===== src/rtl/ws2812b_pkg.sv =====
// Shared types and constants for the ws2812b frame streamer slice.
// Also holds the channel scaling helper used when WS2812B_BRIGHTNESS_EN is defined.
package ws2812b_pkg;

    typedef enum logic [1:0] {
        IDLE,
        FETCH,
        PRESENT
    } state_t;

    localparam int PIXEL_W = 24;
    localparam int CHAN_W  = 8;

    localparam int G_HI = 23;
    localparam int G_LO = 16;
    localparam int R_HI = 15;
    localparam int R_LO = 8;
    localparam int B_HI = 7;
    localparam int B_LO = 0;

    // (c * (b + 1)) >> 8: b=255 is identity, b=0 blanks the channel
    function automatic logic [CHAN_W-1:0] scale_chan(input logic [CHAN_W-1:0] c,
                                                     input logic [CHAN_W-1:0] b);
        logic [15:0] prod;
        prod = {8'd0, c} * ({8'd0, b} + 16'd1);
        return prod[15:8];
    endfunction

    function automatic logic [PIXEL_W-1:0] scale_pixel(input logic [PIXEL_W-1:0] px,
                                                       input logic [CHAN_W-1:0]  b);
        return {scale_chan(px[G_HI:G_LO], b),
                scale_chan(px[R_HI:R_LO], b),
                scale_chan(px[B_HI:B_LO], b)};
    endfunction

endpackage


===== src/rtl/ws2812b_pixel_ram.sv =====
// Simple dual-port pixel RAM: one synchronous write port, one synchronous read port.
// Same-address read/write in one cycle returns the old word; contents survive reset.
module ws2812b_pixel_ram
    import ws2812b_pkg::*;
#(
    parameter int DEPTH = 16,
    parameter int AW    = $clog2(DEPTH)
) (
    input  logic               clk,
    input  logic               rst,
    input  logic               wr_en,
    input  logic [AW-1:0]      wr_addr,
    input  logic [PIXEL_W-1:0] wr_data,
    input  logic               rd_en,
    input  logic [AW-1:0]      rd_addr,
    output logic [PIXEL_W-1:0] rd_data
);

    logic [PIXEL_W-1:0] mem [DEPTH];

    always_ff @(posedge clk) begin
        if (wr_en) begin
            mem[wr_addr] <= wr_data;
        end
    end

    // Only the read register is reset so the streamer presents zero after reset
    always_ff @(posedge clk) begin
        if (rst) begin
            rd_data <= '0;
        end else if (rd_en) begin
            rd_data <= mem[rd_addr];
        end
    end

endmodule


===== src/rtl/ws2812b_frame_streamer.sv =====
// Pixel frame buffer and sequencer feeding the ws2812b bit serializer.
// Optional global brightness scaling is enabled by defining WS2812B_BRIGHTNESS_EN.
module ws2812b_frame_streamer
    import ws2812b_pkg::*;
#(
    parameter  int NUM_LEDS = 16,
    localparam int ADDR_W   = $clog2(NUM_LEDS),
    localparam int LEN_W    = ADDR_W + 1
) (
    input  logic               clk,
    input  logic               rst,
    input  logic               wr_en,
    input  logic [ADDR_W-1:0]  wr_addr,
    input  logic [PIXEL_W-1:0] wr_data,
    input  logic               start,
    input  logic [LEN_W-1:0]   len,
`ifdef WS2812B_BRIGHTNESS_EN
    input  logic [CHAN_W-1:0]  brightness,
`endif
    output logic               busy,
    output logic               done,
    output logic [PIXEL_W-1:0] pix_data,
    output logic               pix_valid,
    output logic               pix_latch,
    input  logic               pix_ready
);

    state_t              state_q, state_d;
    logic [ADDR_W-1:0]   index_q, index_d;
    logic [LEN_W-1:0]    count_q, count_d;
    logic                done_q, done_d;
    logic                last_pix;
    logic                ram_we;
    logic                ram_re;
    logic [PIXEL_W-1:0]  ram_q;

    assign ram_we   = wr_en && ({1'b0, wr_addr} < LEN_W'(NUM_LEDS));
    assign ram_re   = (state_q == FETCH);
    assign last_pix = ({1'b0, index_q} == (count_q - LEN_W'(1)));

    ws2812b_pixel_ram #(
        .DEPTH (NUM_LEDS),
        .AW    (ADDR_W)
    ) u_ram (
        .clk     (clk),
        .rst     (rst),
        .wr_en   (ram_we),
        .wr_addr (wr_addr),
        .wr_data (wr_data),
        .rd_en   (ram_re),
        .rd_addr (index_q),
        .rd_data (ram_q)
    );

    always_ff @(posedge clk) begin
        if (rst) begin
            state_q <= IDLE;
            index_q <= '0;
            count_q <= '0;
            done_q  <= 1'b0;
        end else begin
            state_q <= state_d;
            index_q <= index_d;
            count_q <= count_d;
            done_q  <= done_d;
        end
    end

    always_comb begin
        state_d = state_q;
        index_d = index_q;
        count_d = count_q;
        done_d  = 1'b0;
        unique case (state_q)
            IDLE: begin
                if (start) begin
                    if (len == '0) begin
                        done_d = 1'b1;
                    end else begin
                        count_d = (len > LEN_W'(NUM_LEDS)) ? LEN_W'(NUM_LEDS) : len;
                        index_d = '0;
                        state_d = FETCH;
                    end
                end
            end
            FETCH: begin
                state_d = PRESENT;
            end
            PRESENT: begin
                if (pix_ready) begin
                    if (last_pix) begin
                        done_d  = 1'b1;
                        state_d = IDLE;
                    end else begin
                        index_d = index_q + ADDR_W'(1);
                        state_d = FETCH;
                    end
                end
            end
            default: state_d = IDLE;
        endcase
    end

    assign busy      = (state_q != IDLE);
    assign done      = done_q;
    assign pix_valid = (state_q == PRESENT);
    assign pix_latch = pix_valid && last_pix;

`ifdef WS2812B_BRIGHTNESS_EN
    // Brightness is captured alongside the RAM read so the presented word stays stable
    logic [CHAN_W-1:0] brt_q;

    always_ff @(posedge clk) begin
        if (rst) begin
            brt_q <= '1;
        end else if (state_q == FETCH) begin
            brt_q <= brightness;
        end
    end

    assign pix_data = scale_pixel(ram_q, brt_q);
`else
    assign pix_data = ram_q;
`endif

endmodule


===== config.mk =====
export PLATFORM = sky130hd
export DESIGN_NAME = ws2812b_frame_streamer
export DESIGN_NICKNAME = d
export VERILOG_FILES = /design/src/rtl/ws2812b_pkg.sv /design/src/rtl/ws2812b_pixel_ram.sv /design/src/rtl/ws2812b_frame_streamer.sv
export SDC_FILE = /design/constraint.sdc
export NUM_CORES = 1
export LEC_CHECK = 0
export CAP_MARGIN = 20
export CELL_PAD_IN_SITES_DETAIL_PLACEMENT = 1
export CELL_PAD_IN_SITES_GLOBAL_PLACEMENT = 1
export CORE_ASPECT_RATIO = 1.75
export CORE_MARGIN = 8
export CORE_UTILIZATION = 45
export CTS_BUF_LIST = sky130_fd_sc_hd__clkbuf_4
export DETAILED_ROUTE_END_ITERATION = 7
export PLACE_DENSITY_LB_ADDON = 0.1
export REMOVE_ABC_BUFFERS = 1
export SYNTH_ARGS = -nofsm -noshare
export SYNTH_HDL_FRONTEND = slang
export SYNTH_HIERARCHICAL = 1
export SYNTH_SLANG_ARGS = --single-unit

===== constraint.sdc =====
create_clock -name clk -period 9.1 [get_ports clk]
set_clock_uncertainty 0.1 [all_clocks]
set_input_delay 2.275 -clock clk [delete_from_list [all_inputs] [get_ports clk]]
set_output_delay 2.275 -clock clk [all_outputs]
set_load 0.05 [all_outputs]

# Word-level counts from Yosys, hierarchy flattened
# Memory sizes are Yosys's and may differ from the RTL's. A register that Yosys moved wholly into a read port is not among the register bits.
# Index checks and enable logic that the tools add are counted.
# W data, S select, Z words.
# word_totals
mem_count	1
elab_cells	42
in_bits	38
reg_bits	12
mem_bits_rw	384
# mem_list
name	words	width	rd	rd_ports_with_merged_regs	write_ports	line_no	rtl
u_ram.mem	16	24	1	1	1	ws2812b_pixel_ram.sv:19	logic [PIXEL_W-1:0] mem [DEPTH];
# classes
reduce_logical	8
add_sub_neg	2
mux	18
eq_ne	7
order_cmp	1
bitwise_logic	1
# op_table
operator	n
$mux W4	4
$pmux W4 S2	1
$mux W1	7
$mux W2	3
$ne A2 B2 Y1 const B	3
$pmux W2 S3	1
$reduce_and A3 Y1	2
$eq A4 B5 Y1	1
$gt A5 B5 Y1 const B	1
$logic_not A5 Y1	1
$mux W5	1
$reduce_and A5 Y1	1
$sub A5 B1 Y5 const B	1
$add A4 B1 Y4 const B	1
$reduce_bool A2 Y1	2
$eq A2 B1 Y1 const B	1
$eq A2 B2 Y1 const B	1
$logic_not A2 Y1	1
$ne A2 B1 Y1 const B	1
$pmux W1 S2	1
$logic_and A1 B1 Y1	1
$not A1 Y1	1

# Depth between registers and ports, before layout
# logic_depth
depth_word	5
mapped_depth	7
ltp_nobuf	7

# By module
# Netlist, hierarchy kept.
# by_module_without_submodules
module	seq_area_each_um2	area_each_um2	cells_each	n_inst
ws2812b_pixel_ram	12011.5	15662.5	894	1
ws2812b_frame_streamer	240.2	666.9	77	1

# Worst setup path before layout
# OpenSTA, ideal clock, no wires.
# synth_timing
kind	input to register
from	input port wr_addr[2]
to	memory u_ram.mem[0][0], enable pin
t_required_ns	8.565
setup_time_ns	0.435
arrival_time_ns	4.383
cell_stages	2
slack_ns	4.182
path_cell_list	or3b_1 nor3_1
# synth_lines
item	line_no	rtl
start: declaration	ws2812b_frame_streamer.sv:13	input logic [ADDR_W-1:0] wr_addr,
end: declaration	ws2812b_pixel_ram.sv:19	
# Straight into the memory's write port.

# Worst setup path in the final report
# layout_timing
from	register index_q[2]
to	output port pix_latch
# layout_via
elab_chain_len	2
# layout_lines
item	line_no	rtl
start: declaration	ws2812b_frame_streamer.sv:29	logic [ADDR_W-1:0] index_q, index_d;
start signal: assignment	ws2812b_frame_streamer.sv:63	index_q <= index_d;
$eq A4 B5 Y1	ws2812b_frame_streamer.sv:39	assign last_pix = ({1'b0, index_q} == (count_q - LEN_W'(1)));
$logic_and A1 B1 Y1	ws2812b_frame_streamer.sv:107	assign pix_latch = pix_valid && last_pix;
end: declaration	ws2812b_frame_streamer.sv:24	output logic pix_latch,
# Every way passes these cells.

==> results by group <==
Finish
  – Layout cells sized above 1: between 10% and 20%
  – Design area: 18600 um^2
  – Final std cells w/o fill: approximately 1600
  – Nets: around 1100
  – Synthesis-to-finish area growth: 14.1%

Setup path
  – Critical Path RT: around 6.7 ns
  – R2R depth: 6
  – Critical R2R Capture: u_ram/rd_data[5]
  – Max Fanout on Critical Path: 40
  – CP Capture Type: primary output
  – Crit Reg-Reg Startpoint: index_q[2]
  – Reg2Reg Setup Slack: between 5 and 6 ns
  – CP Cell Sequence: nand3_1 > a221o_1 > a211oi_4 > clkdlybuf4s50_1
  – WS Path Type: reg -> out
  – Worst stage delay on the critical path: around 0.89 ns
  – WP data arrival: roughly 3.4 ns
  – Worst setup SP type: flop
  – Worst path slowest cell: clkdlybuf4s50_1
  – Crit path max-delay family: buffers and inverters
  – WP buf/inv: 1

Global routing
  – Largest net degree at the start of global routing: 58
  – Total track usage: 18.0%
  – Total gr overflow: 0
  – Initial antenna violation count: 1
  – First-pass GRT wire length: 57.6 mm
  – Vias in the first global route: roughly 9800

STA
  – Slew Viols, Final: 0
  – Hold violation count in the final report: 0
  – Final worst-path cycle share: 63.9%
  – Top achievable clock speed: 172 MHz
  – Slew headroom: between 20% and 30%
  – RSZ-0062 raised after global routing: no
  – Worst-Margin Slew: 1.09 ns
  – Final Critical Period: between 5 and 6 ns
  – Setup-failing EPs final: 0

Clock tree
  – Clk_lat worst skew: 0.78 ns
  – CTS Buf Count: between 90 and 100
  – CTS tree: yes
  – CTS Buffer Depth: 3
  – Post_cts resized: 0
  – Num Clock Sinks: 420
  – Cts hold-fix bufs: 0
  – Clock Tree Root: clkbuf_4
  – H-tree depth: 3
  – Post-CTS setup buffer count: 0
  – Clock Pin Slew Worst Setup and Hold Paths: approximately 0.06 ns

Routing
  – WL/cell: roughly 23 um
  – Final routed DRC violation total: 0
  – Detail Route Antenna Nets: 0
  – Initial DRC count: 521
  – Detailed Route WL: ~38 mm
  – Drt first pass iters: 4
  – Via density: 5.50
  – Vias post-DR: 9035

Placement
  – Placed Instances: 1472
  – Post-DP Area: 17500 um^2
  – Buffers on Ports: between 60 and 70
  – Final RePlAce weighted congestion: 0.713
  – Final HPWL DP: approximately 20 mm

Yosys
  – Post-Synth Simple-Gate Area: under 10%
  – Seq cells post-synth: 420
  – Yosys warnings: 6
  – Most common cell in the netlist: edfxtp_1
  – Synth top area cells: edfxtp_1 71%, mux2i_1 12%, dfxtp_1 4.4%, a22oi_1 3.3%, nand3_1 2.3%
  – Main combinational cell family by area after synthesis: multiplexers
  – Post-synthesis xor/xnor area fraction: less than 1%
  – Netlist cell types: 40
  – Post-Synth Adder-Cell Area: less than 1%
  – Post-synth ARST share: 0%
  – Compound-Gate Fraction of Synth Area: ~4.9%
  – Syn Std Cell Area: 16300 um^2
  – Sequential area share after synthesis: about three quarters
  – Main synth FF type: edfxtp_1
  – Mux share of post-synthesis cell area: between 10% and 20%
  – Cell taking the most area after synthesis: edfxtp_1
  – Post-synth top cells: 384 x edfxtp_1, 194 x mux2i_1, 76 x nand3_1, 72 x a22oi_1, 51 x nand2_1
  – Syn_area_per_cell: roughly 17 um^2
  – Syn Inst Count: just under 1000
  – Number of flops mapped to enable cells by yosys: around 380
  – Yosys top cell area share: a little over two thirds

Pwr
  – Worst VDD drop: between 80 and 90 uV
  – Power Density: roughly 200 nW/um^2
  – Pleak: approximately 5.8 nW

Floorplan
  – Initial core utilization: 45.5%
  – I/O Pins: 66
  – Core footprint: 35900 um^2
  – Die outline height: between 200 and 300 um
  – Die W: 160 um
  – FP Rows: 92
  – Die area: roughly 43000 um^2

Hold path
  – Worst Hold Depth: 2
  – Worst Hold Class: reg -> reg
  – Hold path startpoint: u_ram/rd_data[11]
  – Hold EP: u_ram/rd_data[11]

Run status
  – Status: complete, no violations

Run
  – Max-Cap Viols: 0
==> area by class of cell <==
type / count / area [um^2]
diodes: 1 / 2.50
clock buffers: 133 / 998
clock inverters: 36 / 141
fillers: 3442 / 17300
inverters: 5 / 18.8
multi-input cells: 495 / 3810
flip-flops and latches: 420 / 12300
well taps: 470 / 588
repair buffers: 82 / 818
==> kinds of logic after synthesis <==
logic type      after synthesis
flops                       420
mux                         194
simple gates                181
compound gates              113
buf+inv                      56
xor+xnor                      5
fa+ha+maj                     2
==> cells in the final DEF (no fill, tap or decap), types with 4 or more instances in the layout <==
master and instances:
clkinv_1 27, inv_1 5, dfxtp_1 35, nand2_1 51, nor3_2 4, mux2i_1 194, nand3_1 76, nor2_4 14
nor2_1 12, a22oi_1 72, clkbuf_4 133, clkinv_2 5, clkdlybuf4s50_1 65, edfxtp_1 384, a31oi_1 4, inv_2 4
nor2b_1 4, buf_4 15, a21oi_1 26
==> worst register-to-register path: cells and delay by family, from the launching register on <==
kind | cells | cell delay [ns]
and+or+nand+nor | 2 | 0.28
DFF | 1 | 0.78
muxes | 1 | 0.18
AOI/OAI and AO/OA | 1 | 0.32
buffers and inverters | 2 | 1.84
==> through the flow <==
step / TNS, ns / worst slack [ns] / total power, mW / utilization (%) / hold WS [ns]
floorplan: -1.51 / -1.51 / 2.29 / - / 0.336
global placement: 0 / 4.05 / 2.38 / 48.5 / 0.341
detailed placement: 0 / 4.05 / 2.39 / 48.7 / 0.343
CTS: 0 / 3.16 / 3.79 / 51.9 / 0.361
global route: 0 / 3.08 / 3.88 / 51.9 / 0.381
finish: 0 / 3.29 / 3.73 / 51.9 / 0.355
==> report_power, final <==
group | internal (mW) | switching, mW
combinational | 0.0541 | 0.126
clock | 0.676 | 0.709
sequential | 2.15 | 0.0152
total | 2.88 | 0.850
==> worst max path at each step <==
| stage | startpoint | to | cells after the start |
|---|---|---|---|
| 5_1_grt | index_q[2] | pix_latch | 4 |
| 3_5_place_dp | index_q[2] | pix_latch | 4 |
| 2_1_floorplan | index_q[2] | pix_latch | 2 |
| 3_3_place_gp | index_q[2] | pix_latch | 4 |
| 6_report | index_q[2] | pix_latch | 4 |
| 4_1_cts | index_q[2] | pix_latch | 4 |
==> layer usage <==
metal	wire, um	track usage, %	share of wire [%]	up-vias
met5	0	0	0	-
met4	1030	8.47	2.7	0
met3	1240	3.51	3.2	72
met2	20200	31.8	53	185
met1	15900	20.9	41	4652
li1	-	-	-	4126
==> flip-flops by register name (all words and copies together) (netlist names) <==
name,count
u_ram/mem,384
count_q,5
done,1
index_q,4
u_ram/rd_data,24
state_q,2
No activity file was read; power rests on OpenSTA's default activity.
